File: config.mk
export PLATFORM = sky130hd
export DESIGN_NAME = wb_commit_queue
export DESIGN_NICKNAME = d
export VERILOG_FILES = /design/src/rtl/wb_commit_queue_pkg.sv /design/src/rtl/wb_lane_compact.sv /design/src/rtl/wb_commit_queue.sv
export SDC_FILE = /design/constraint.sdc
export NUM_CORES = 2
export LEC_CHECK = 0
export ABC_AREA = 1
export BUFFER_PORTS_ARGS = -buffer_cell sky130_fd_sc_hd__buf_2
export CORE_MARGIN = 8
export CORE_UTILIZATION = 43
export CTS_BUF_LIST = sky130_fd_sc_hd__clkbuf_16
export CTS_CLUSTER_SIZE = 10
export DETAILED_ROUTE_END_ITERATION = 6
export GPL_TIMING_DRIVEN = 1
export PLACE_DENSITY = 0.61
export REMOVE_ABC_BUFFERS = 1
export SYNTH_ARGS = -nofsm -noshare
export SYNTH_HDL_FRONTEND = slang
export SYNTH_HIERARCHICAL = 1
export SYNTH_SLANG_ARGS = --single-unit
File: constraint.sdc
create_clock -name clk -period 17.8 [get_ports clk]
set_input_delay 1.78 -clock clk [delete_from_list [all_inputs] [get_ports clk]]
set_output_delay 1.78 -clock clk [all_outputs]
set_load 0.02 [all_outputs]
File: src/rtl/wb_commit_queue_pkg.sv
// Shared writeback definitions: write-enable codes and default widths.
// An entry is packed as {rd, data}, with rd in the upper bits.
package wb_commit_queue_pkg;
    localparam int WB_REG_AW_DEF = 5;
    localparam int WB_DATA_W_DEF = 32;
    localparam int WB_WE_W_DEF   = 4;
    localparam logic [3:0] WB_NONE = 4'd0;
    localparam logic [3:0] WB_REG  = 4'd2;
endpackage

File: src/rtl/wb_lane_compact.sv
// Filters the three result lanes down to real register writes.
// Survivors are packed into consecutive outputs in age order, with lane0 first.
module wb_lane_compact
    import wb_commit_queue_pkg::*;
#(
    parameter int REG_AW = WB_REG_AW_DEF,
    parameter int DATA_W = WB_DATA_W_DEF,
    parameter int WE_W   = WB_WE_W_DEF,
    localparam int EW    = REG_AW + DATA_W
) (
    input  logic              i_fire,
    input  logic [REG_AW-1:0] i_rd0,
    input  logic [REG_AW-1:0] i_rd1,
    input  logic [REG_AW-1:0] i_rd2,
    input  logic [DATA_W-1:0] i_data0,
    input  logic [DATA_W-1:0] i_data1,
    input  logic [DATA_W-1:0] i_data2,
    input  logic [WE_W-1:0]   i_we0,
    input  logic [WE_W-1:0]   i_we1,
    input  logic [WE_W-1:0]   i_we2,
    output logic [1:0]        o_push_cnt,
    output logic [EW-1:0]     o_ent0,
    output logic [EW-1:0]     o_ent1,
    output logic [EW-1:0]     o_ent2
);
    logic [2:0]    w_keep;
    logic [EW-1:0] w_in [3];

    // A write to x0 has no architectural effect, so it never takes a slot.
    assign w_keep[0] = i_fire && (i_we0 == WE_W'(WB_REG)) && (i_rd0 != '0);
    assign w_keep[1] = i_fire && (i_we1 == WE_W'(WB_REG)) && (i_rd1 != '0);
    assign w_keep[2] = i_fire && (i_we2 == WE_W'(WB_REG)) && (i_rd2 != '0);
    assign w_in[0]   = {i_rd0, i_data0};
    assign w_in[1]   = {i_rd1, i_data1};
    assign w_in[2]   = {i_rd2, i_data2};

    always_comb begin
        o_push_cnt = 2'd0;
        o_ent0     = '0;
        o_ent1     = '0;
        o_ent2     = '0;
        for (int i = 0; i < 3; i++) begin
            if (w_keep[i]) begin
                case (o_push_cnt)
                    2'd0:    o_ent0 = w_in[i];
                    2'd1:    o_ent1 = w_in[i];
                    default: o_ent2 = w_in[i];
                endcase
                o_push_cnt = o_push_cnt + 2'd1;
            end
        end
    end
endmodule

File: src/rtl/wb_commit_queue.sv
// Writeback commit queue: up to three results in per cycle, up to two register writes out.
// Writes drain in program order. A pending mask marks registers whose writes are still queued.
module wb_commit_queue
    import wb_commit_queue_pkg::*;
#(
    parameter int DEPTH  = 8,
    parameter int DATA_W = WB_DATA_W_DEF,
    parameter int REG_AW = WB_REG_AW_DEF,
    parameter int WE_W   = WB_WE_W_DEF,
    localparam int PW    = $clog2(DEPTH),
    localparam int CW    = PW + 1,
    localparam int EW    = REG_AW + DATA_W
) (
    input  logic              clk,
    input  logic              rst,
    input  logic              in_valid,
    output logic              in_ready,
    input  logic [REG_AW-1:0] in_rd0,
    input  logic [REG_AW-1:0] in_rd1,
    input  logic [REG_AW-1:0] in_rd2,
    input  logic [DATA_W-1:0] in_data0,
    input  logic [DATA_W-1:0] in_data1,
    input  logic [DATA_W-1:0] in_data2,
    input  logic [WE_W-1:0]   in_we0,
    input  logic [WE_W-1:0]   in_we1,
    input  logic [WE_W-1:0]   in_we2,
    output logic [REG_AW-1:0] rd1,
    output logic [DATA_W-1:0] wb_data1,
    output logic [WE_W-1:0]   wb_we1,
    output logic [REG_AW-1:0] rd2,
    output logic [DATA_W-1:0] wb_data2,
    output logic [WE_W-1:0]   wb_we2,
    output logic [31:0]       pend_mask,
    output logic [CW-1:0]     fifo_count
);
    logic [EW-1:0] r_mem [DEPTH];
    logic [PW-1:0] r_head;
    logic [PW-1:0] r_tail;
    logic [CW-1:0] r_count;
    logic          w_fire;
    logic [1:0]    w_push_cnt;
    logic [1:0]    w_pop_cnt;
    logic [EW-1:0] w_ent [3];
    logic [EW-1:0] w_ent_a;
    logic [EW-1:0] w_ent_b;
    logic [PW-1:0] w_off;

    // Handshake: a bundle transfers when in_valid && in_ready at a rising clk edge.
    // in_ready depends on the registered count only; pops in the same cycle give no credit.
    assign in_ready   = (r_count <= CW'(DEPTH - 3));
    assign w_fire     = in_valid && in_ready;
    assign fifo_count = r_count;
    assign w_pop_cnt  = (r_count >= CW'(2)) ? 2'd2 : r_count[1:0];
    assign w_ent_a    = r_mem[r_head];
    assign w_ent_b    = r_mem[r_head + PW'(1)];

    wb_lane_compact #(.REG_AW(REG_AW), .DATA_W(DATA_W), .WE_W(WE_W)) u_compact (
        .i_fire     (w_fire),
        .i_rd0      (in_rd0),
        .i_rd1      (in_rd1),
        .i_rd2      (in_rd2),
        .i_data0    (in_data0),
        .i_data1    (in_data1),
        .i_data2    (in_data2),
        .i_we0      (in_we0),
        .i_we1      (in_we1),
        .i_we2      (in_we2),
        .o_push_cnt (w_push_cnt),
        .o_ent0     (w_ent[0]),
        .o_ent1     (w_ent[1]),
        .o_ent2     (w_ent[2])
    );

    // The younger entry goes on port 1, so the regfile's port-1 priority resolves a same-cycle WAW.
    always_comb begin
        rd1      = '0;
        wb_data1 = '0;
        wb_we1   = WE_W'(WB_NONE);
        rd2      = '0;
        wb_data2 = '0;
        wb_we2   = WE_W'(WB_NONE);
        if (r_count >= CW'(2)) begin
            {rd1, wb_data1} = w_ent_b;
            wb_we1          = WE_W'(WB_REG);
            {rd2, wb_data2} = w_ent_a;
            wb_we2          = WE_W'(WB_REG);
        end else if (r_count == CW'(1)) begin
            {rd1, wb_data1} = w_ent_a;
            wb_we1          = WE_W'(WB_REG);
        end
    end

    always_comb begin
        pend_mask = '0;
        w_off     = '0;
        for (int i = 0; i < DEPTH; i++) begin
            w_off = PW'(i) - r_head;
            if (CW'(w_off) < r_count)
                pend_mask[r_mem[i][EW-1 -: REG_AW]] = 1'b1;
        end
    end

    always_ff @(posedge clk or posedge rst) begin
        if (rst) begin
            r_head  <= '0;
            r_tail  <= '0;
            r_count <= '0;
            for (int i = 0; i < DEPTH; i++)
                r_mem[i] <= '0;
        end else begin
            for (int j = 0; j < 3; j++)
                if (2'(j) < w_push_cnt)
                    r_mem[r_tail + PW'(j)] <= w_ent[j];
            r_head  <= r_head + PW'(w_pop_cnt);
            r_tail  <= r_tail + PW'(w_push_cnt);
            r_count <= r_count + CW'(w_push_cnt) - CW'(w_pop_cnt);
        end
    end

    a_no_push_when_full: assert property (@(posedge clk) disable iff (rst)
        (w_push_cnt == 2'd0) || in_ready);
    a_count_bound: assert property (@(posedge clk) disable iff (rst)
        r_count <= CW'(DEPTH));
endmodule

; ---- Yosys cells after proc, flatten, opt, wreduce, memory -nomap -nowiden
; Cells that the tools add are included.
[totals]
word_cells = 176
output_inout_bits = 119
reg_bits = 306
input_bits = 126
[classes]
add_sub_neg = 17
n_lt_le_gt_ge = 37
n_reduce_logical = 25
eq_ne = 6
muxes = 68
bitwise_logic = 12
[ops]
columns = operator, count
row1 = $bwmux 296, 3
row2 = $mux 296, 3
row3 = $mux 37, 20
row4 = $mux 32, 11
row5 = $demux 37 s3, 3
row6 = $or 32x32->32, 7
row7 = $bmux 37 s3, 2
row8 = $lt 5x6->1 const B, 8
row9 = $demux 1 s5, 8
row10 = $ge 5x1->1 const B, 8
row11 = $lt 3x4->1, 8
row12 = $ge 4x4->1 const B, 5
row13 = $not 3->4, 5
row14 = $logic_and 1x1->1, 18
row15 = $mux 5, 3
row16 = $reduce_bool 5->1, 3
row17 = $eq 4x2->1 const B, 3
row18 = $lt 4x1->1 const B, 3
row19 = $mux 2, 6
row20 = $sub 3x3->3 const A, 4
row21 = $mux 1, 9
row22 = $add 3x1->3 const B, 2
row23 = $add 3x2->3, 2
row24 = $sub 1x3->3 const A, 2
row25 = 15 further kinds, 19

; ---- Logic depth before layout (Yosys ltp)
[logic_depth]
word_depth = 19
ltp_mapped = 24
ltp_nobuf = 20

; ---- Cells and area by module
; Netlist, hierarchy kept.
[modules_own_cells]
columns = mod, seq_area_each_um2, instances, cells_each, area_per_inst_um2
row1 = wb_commit_queue, 7657.3, 1, 4949, 28138.2
row2 = wb_lane_compact, 0.0, 1, 496, 2451.1

; ---- Worst setup path before layout
; Ideal clock, no wire load.
[synth_timing]
path_kind = in2reg
startpoint = in in_valid
endpoint = reg r_count[2], in the netlist fifo_count[2]
required_ps = 17677
t_arrival_ps = 4337
setup_ps = 123
path_stages = 18
path_buffers = 2
path_slack_ps = 13341
cell_sequence = inv_1 -> nor2_1 -> nand3_1 -> nor2_2 -> nand2_4 -> buf_2 -> ha_1 -> nand2_4 -> inv_4 -> buf_2 -> nor2_1 -> inv_1 -> ha_1 -> inv_1 -> ha_1 -> inv_1 -> fa_1 -> xnor2_1
[synth_between]
elab_chain_len = 10
word_cells_on_any_way = 14
classes_between = add/sub (4) / mux (3) / reduce/logical (7)
[synth_rtl]
columns = item, line
row1 = start: declaration, wb_commit_queue.sv:16  ; input logic in_valid,
row2 = $logic_and 1x1->1 (*), wb_commit_queue.sv:51  ; assign w_fire = in_valid && in_ready;
row3 = net w_fire, wb_commit_queue.sv:40  ; logic w_fire;
row4 = $logic_and 1x1->1 (2 in series), wb_lane_compact.sv:30  ; assign w_keep[0] = i_fire && (i_we0 == WE_W'(WB_REG)) && (i_rd0 != '0);
row5 = $mux 1, wb_lane_compact.sv:43  ; if (w_keep[i]) begin
row6 = $add 1x1->2, wb_lane_compact.sv:49  ; o_push_cnt = o_push_cnt + 2'd1;
row7 = $mux 2, wb_lane_compact.sv:43
row8 = $add 2x1->2, wb_lane_compact.sv:49
row9 = $mux 2 (*), wb_lane_compact.sv:43
row10 = net w_push_cnt[0], wb_commit_queue.sv:41  ; logic [1:0] w_push_cnt;
row11 = $add 4x2->4 (*), wb_commit_queue.sv:116  ; r_count <= r_count + CW'(w_push_cnt) - CW'(w_pop_cnt);
row12 = $sub 4x2->4 (*), wb_commit_queue.sv:116
row13 = end signal: assignment, wb_commit_queue.sv:116
row14 = end: declaration, wb_commit_queue.sv:39  ; logic [CW-1:0] r_count;
; The timed path passes the listed nets; every way through them passes the cells marked *.

; ---- Worst setup path in the final report
[layout_timing]
startpoint = reg r_head[0]
endpoint = out pend_mask[25]
[layout_between]
elab_chain_len = 17
word_cells_on_any_way = 31
classes_between = add/sub (8) / order compare (8) / mux (8) / bitwise (7)
[layout_rtl]
columns = item, line
row1 = start: declaration, wb_commit_queue.sv:37  ; logic [PW-1:0] r_head;
row2 = start signal: assignment, wb_commit_queue.sv:114  ; r_head <= r_head + PW'(w_pop_cnt);
row3 = $sub 1x3->3, wb_commit_queue.sv:97  ; w_off = PW'(i) - r_head;
row4 = $lt 3x4->1, wb_commit_queue.sv:98  ; if (CW'(w_off) < r_count)
row5 = $mux 32, wb_commit_queue.sv:98
row6 = $or 32x32->32 (no source line), n/a
row7 = $mux 32, wb_commit_queue.sv:98
row8 = $or 32x32->32 (no source line), n/a
row9 = $mux 32, wb_commit_queue.sv:98
row10 = $or 32x32->32 (no source line), n/a
row11 = $mux 32, wb_commit_queue.sv:98
row12 = $or 32x32->32 (no source line), n/a
row13 = $mux 32, wb_commit_queue.sv:98
row14 = $or 32x32->32 (no source line), n/a
row15 = $mux 32, wb_commit_queue.sv:98
row16 = $or 32x32->32 (no source line), n/a
row17 = $mux 32, wb_commit_queue.sv:98
row18 = $or 32x32->32 (no source line), n/a
row19 = $mux 32 (*), wb_commit_queue.sv:98
row20 = end: declaration, wb_commit_queue.sv:33  ; output logic [31:0] pend_mask,
; Mark *: on every way between the ends. The rest lies on a longest branch, timed or not.

==> impl_results.md <==
- DP HPWL: 82,700 um
- # hold bufs at CTS: 0
- Status: finished, violations left
- Crit path buf inv count: 3
- Netlist cell types: 32
- Antenna violations before repair: 6
- DR vias: 37,400
- Seq cells post-synth: 306
- RSZ-0062 raised after global routing: false
- Failing checks: DRC
- Clock Sinks: 306
- Clk pwr share: 0.167
- Number of antenna-violating nets in the routed design: 0
- Synth area leader: nand2_1
- First-pass GRT wire length: 208,000 um
- CTS Buffer Depth: 3
- Wire per inst: 22.6 um
- Seq/Total Area, Yosys: 0.250
- Yosys top cell area share: 0.254
- Worst setup path class: flop to primary output
- Worst slew pin tran: 1.34 ns
- Setup violators final: 0
- Initial core utilization: 0.435
- Hold WC Path Type: flop to flop
- Worst slack, placed: 10.83 ns
- Mapped Cells: 5,445
- Sequential share of power: 0.202
- Final WS setup: 10.61 ns
- Tmin final: 7.19 ns
- Slowest cell on crit path: ha_4
- Setup TNS: 0 ns
- WP data required: 16.02 ns
- CTS tree: built
- Core Region: 70,300 um^2
- Worst Hold Slack: 0.588 ns
- Core Util, Final: 0.459
- Post-route DRC: 6
- Data arrival time of the worst path: 5.41 ns
- Max Slew Vio Count: 0
- Crit. End Element: primary output
- Die ar.: 79,900 um^2
- Drt pass-1 iters: 7
- Ranking of synthesized cells by area: nand2_1 25%, dfrtp_1 25%, nand3_1 18%, nor2_1 7.4%, o21ai_0 3.8%
- Comb pwr share: 0.631
- P_int: 1.85 mW
- Post-CTS setup buffer count: 0
- CP Cell Sequence: inv_8, ha_4, clkinv_1, ha_1, nand2_1, nand2_1, nand2_1, nand3_1, nand2_1, nor2_1, nand2_1, buf_2
- Leakage: 16.5 nW
- Pin count of the biggest net entering global routing: 145
- Port Buffer Count: 238
- Most Frequent Cell on Critical Path: nand2_1
- Area Growth Syn to Fin: 5.53%
- Num rows: 97
- Mapped Area: 30,600 um^2
- Slowest cell delay on critical path: 0.89 ns
- Ratio of cells with drive above 1 in the final layout: 0.0814
- CP top delay family: simple AND/OR/NAND/NOR gates
- Final WL: 142,000 um
- Clk slew on worst S/H paths: 0.06 ns
- I/O pins: 245
- Global-route usage over all layers: 0.338
- Worst skew pair latency: 0.58 ns
- Startpoint types: flop
- Maximum VDD drop: 0.132 mV
- Die width: 283 um
- Die height: 283 um
- Sw Ratio: 0.563
- Gp weighted congestion: 0.983
- PostCTS Resize Cnt: 0
- Grt ovf: 0
- Setup Skew: 0.0163 ns
- Switch Pwr: 2.39 mW
- Number of max-cap violations: 0
- Avg Cell Area, Syn: 5.62 um^2
- Power Dens Cells: 132 nW/um^2
- Fmax: 139 MHz
- Design Area, Final: 32,300 um^2
- Initial drt markers: 5,434
- Final #Nets: 5,472
- Final period util: 0.404
- YS warnings: 6
- Total CTS buffers: 37
- Slew Limit Headroom: 0.106
- Final hold viol count: 0
- Root Buffer: clkbuf_16
- Vias per cell: 5.96
- Placed inst area: 31,200 um^2
- Crit-path max FO: 139
- Vias in the first global route: 32,800
- CTS H-Tree Depth: 2
per-layer routing:
layer,vias to the layer above,track usage,wire length [um]
li1,17300,-,-
met1,17100,0.444,54800
met2,2556,0.513,60400
met3,508,0.0851,18100
met4,8,0.174,8340
met5,-,0.00854,126
power groups by stage:
stage | combinational (mW) | clock (mW) | sequential [mW]
final | 2.68 | 0.710 | 0.858
after global routing | 2.88 | 0.734 | 0.867
after CTS | 2.62 | 0.708 | 0.855
after detailed placement | 2.61 | 0 | 0.868
after global placement | 2.59 | 0 | 0.866
after floorplan | 1.68 | 0 | 0.897
sequential cells by signal, indices dropped and copies added, names as in the netlist:
signal / flops
r_mem: 296
fifo_count: 4
r_head: 3
r_tail: 3
cells in the final DEF (no fill, tap or decap), types with 38 or more instances in the layout:
master     instances
a21oi_1          126
o21ai_0          231
clkbuf_16         39
buf_2            238
nand3_1         1116
o211ai_1         140
dfrtp_1          305
inv_1            275
nor2_1           586
buf_4             48
nand2_1         2072
nand3_2           38
worst min-delay path, cell delays in order, from the launching register on:
cell,delay (ns)
dfrtp_1,0.34
nand2_1,0.05
nand3_1,0.06
nand3_1,0.06
nand2_1,0.05
synthesized netlist by cell type, drive strengths merged:
cell / count
nand2: 2076
nand3: 1155
nor2: 613
buf: 364
dfrtp: 306
inv: 293
o21ai: 231
o211ai: 140
a21oi: 126
clkbuf: 96
ha: 27
xnor2: 4
xor2: 4
fa: 3
clkinv: 2
nor3: 2
conb: 1
nand3b: 1
nand4: 1
stage by stage:
stage,total power [mW],cells
after floorplan,2.58,4990
after CTS,4.18,6271
after global placement,3.46,6217
final,4.25,6274
after global routing,4.48,6271
after detailed placement,3.48,6217
final timing paths:
path / cells past startpoint / slack [ns] / from / end
max: 12 / 10.61 / r_head[0]$_DFF_PP0_ / pend_mask[25]
min: 4 / 0.59 / r_mem[74]$_DFF_PP0_ / r_mem[74]$_DFF_PP0_
max reg2reg: 18 / 11.15 / fifo_count[3]$_DFF_PP0_ / r_mem[2]$_DFF_PP0_
min reg2reg: 4 / 0.59 / r_mem[74]$_DFF_PP0_ / r_mem[74]$_DFF_PP0_
max in group asynchronous: 4 / 14.63 / rst / r_mem[40]$_DFF_PP0_
min in group asynchronous: 2 / 1.28 / rst / r_mem[251]$_DFF_PP0_
area by class of cell:
cell class	count	area, um^2
Antenna cell	3	7.51
Clock buffer	39	976
Clock inverter	15	61.3
Fill cell	7719	38000
Inverter	295	1130
Multi-Input combinational cell	4389	19700
Sequential cell	306	7660
Tap cell	940	1180
Timing Repair Buffer	287	1570
kinds of logic after synthesis:
group,count (synthesis),share of synthesized area
AO/OA/AOI/OAI,497,0.0928
XOR/XNOR,8,0.00278
adder cells (fa/ha/maj),30,0.0130
buffers and inverters,755,0.114
flip-flops,306,0.250
other,1,0.000123
AND/OR/NAND/NOR,3848,0.527
Note: power is estimated with default switching activity, not from simulation.
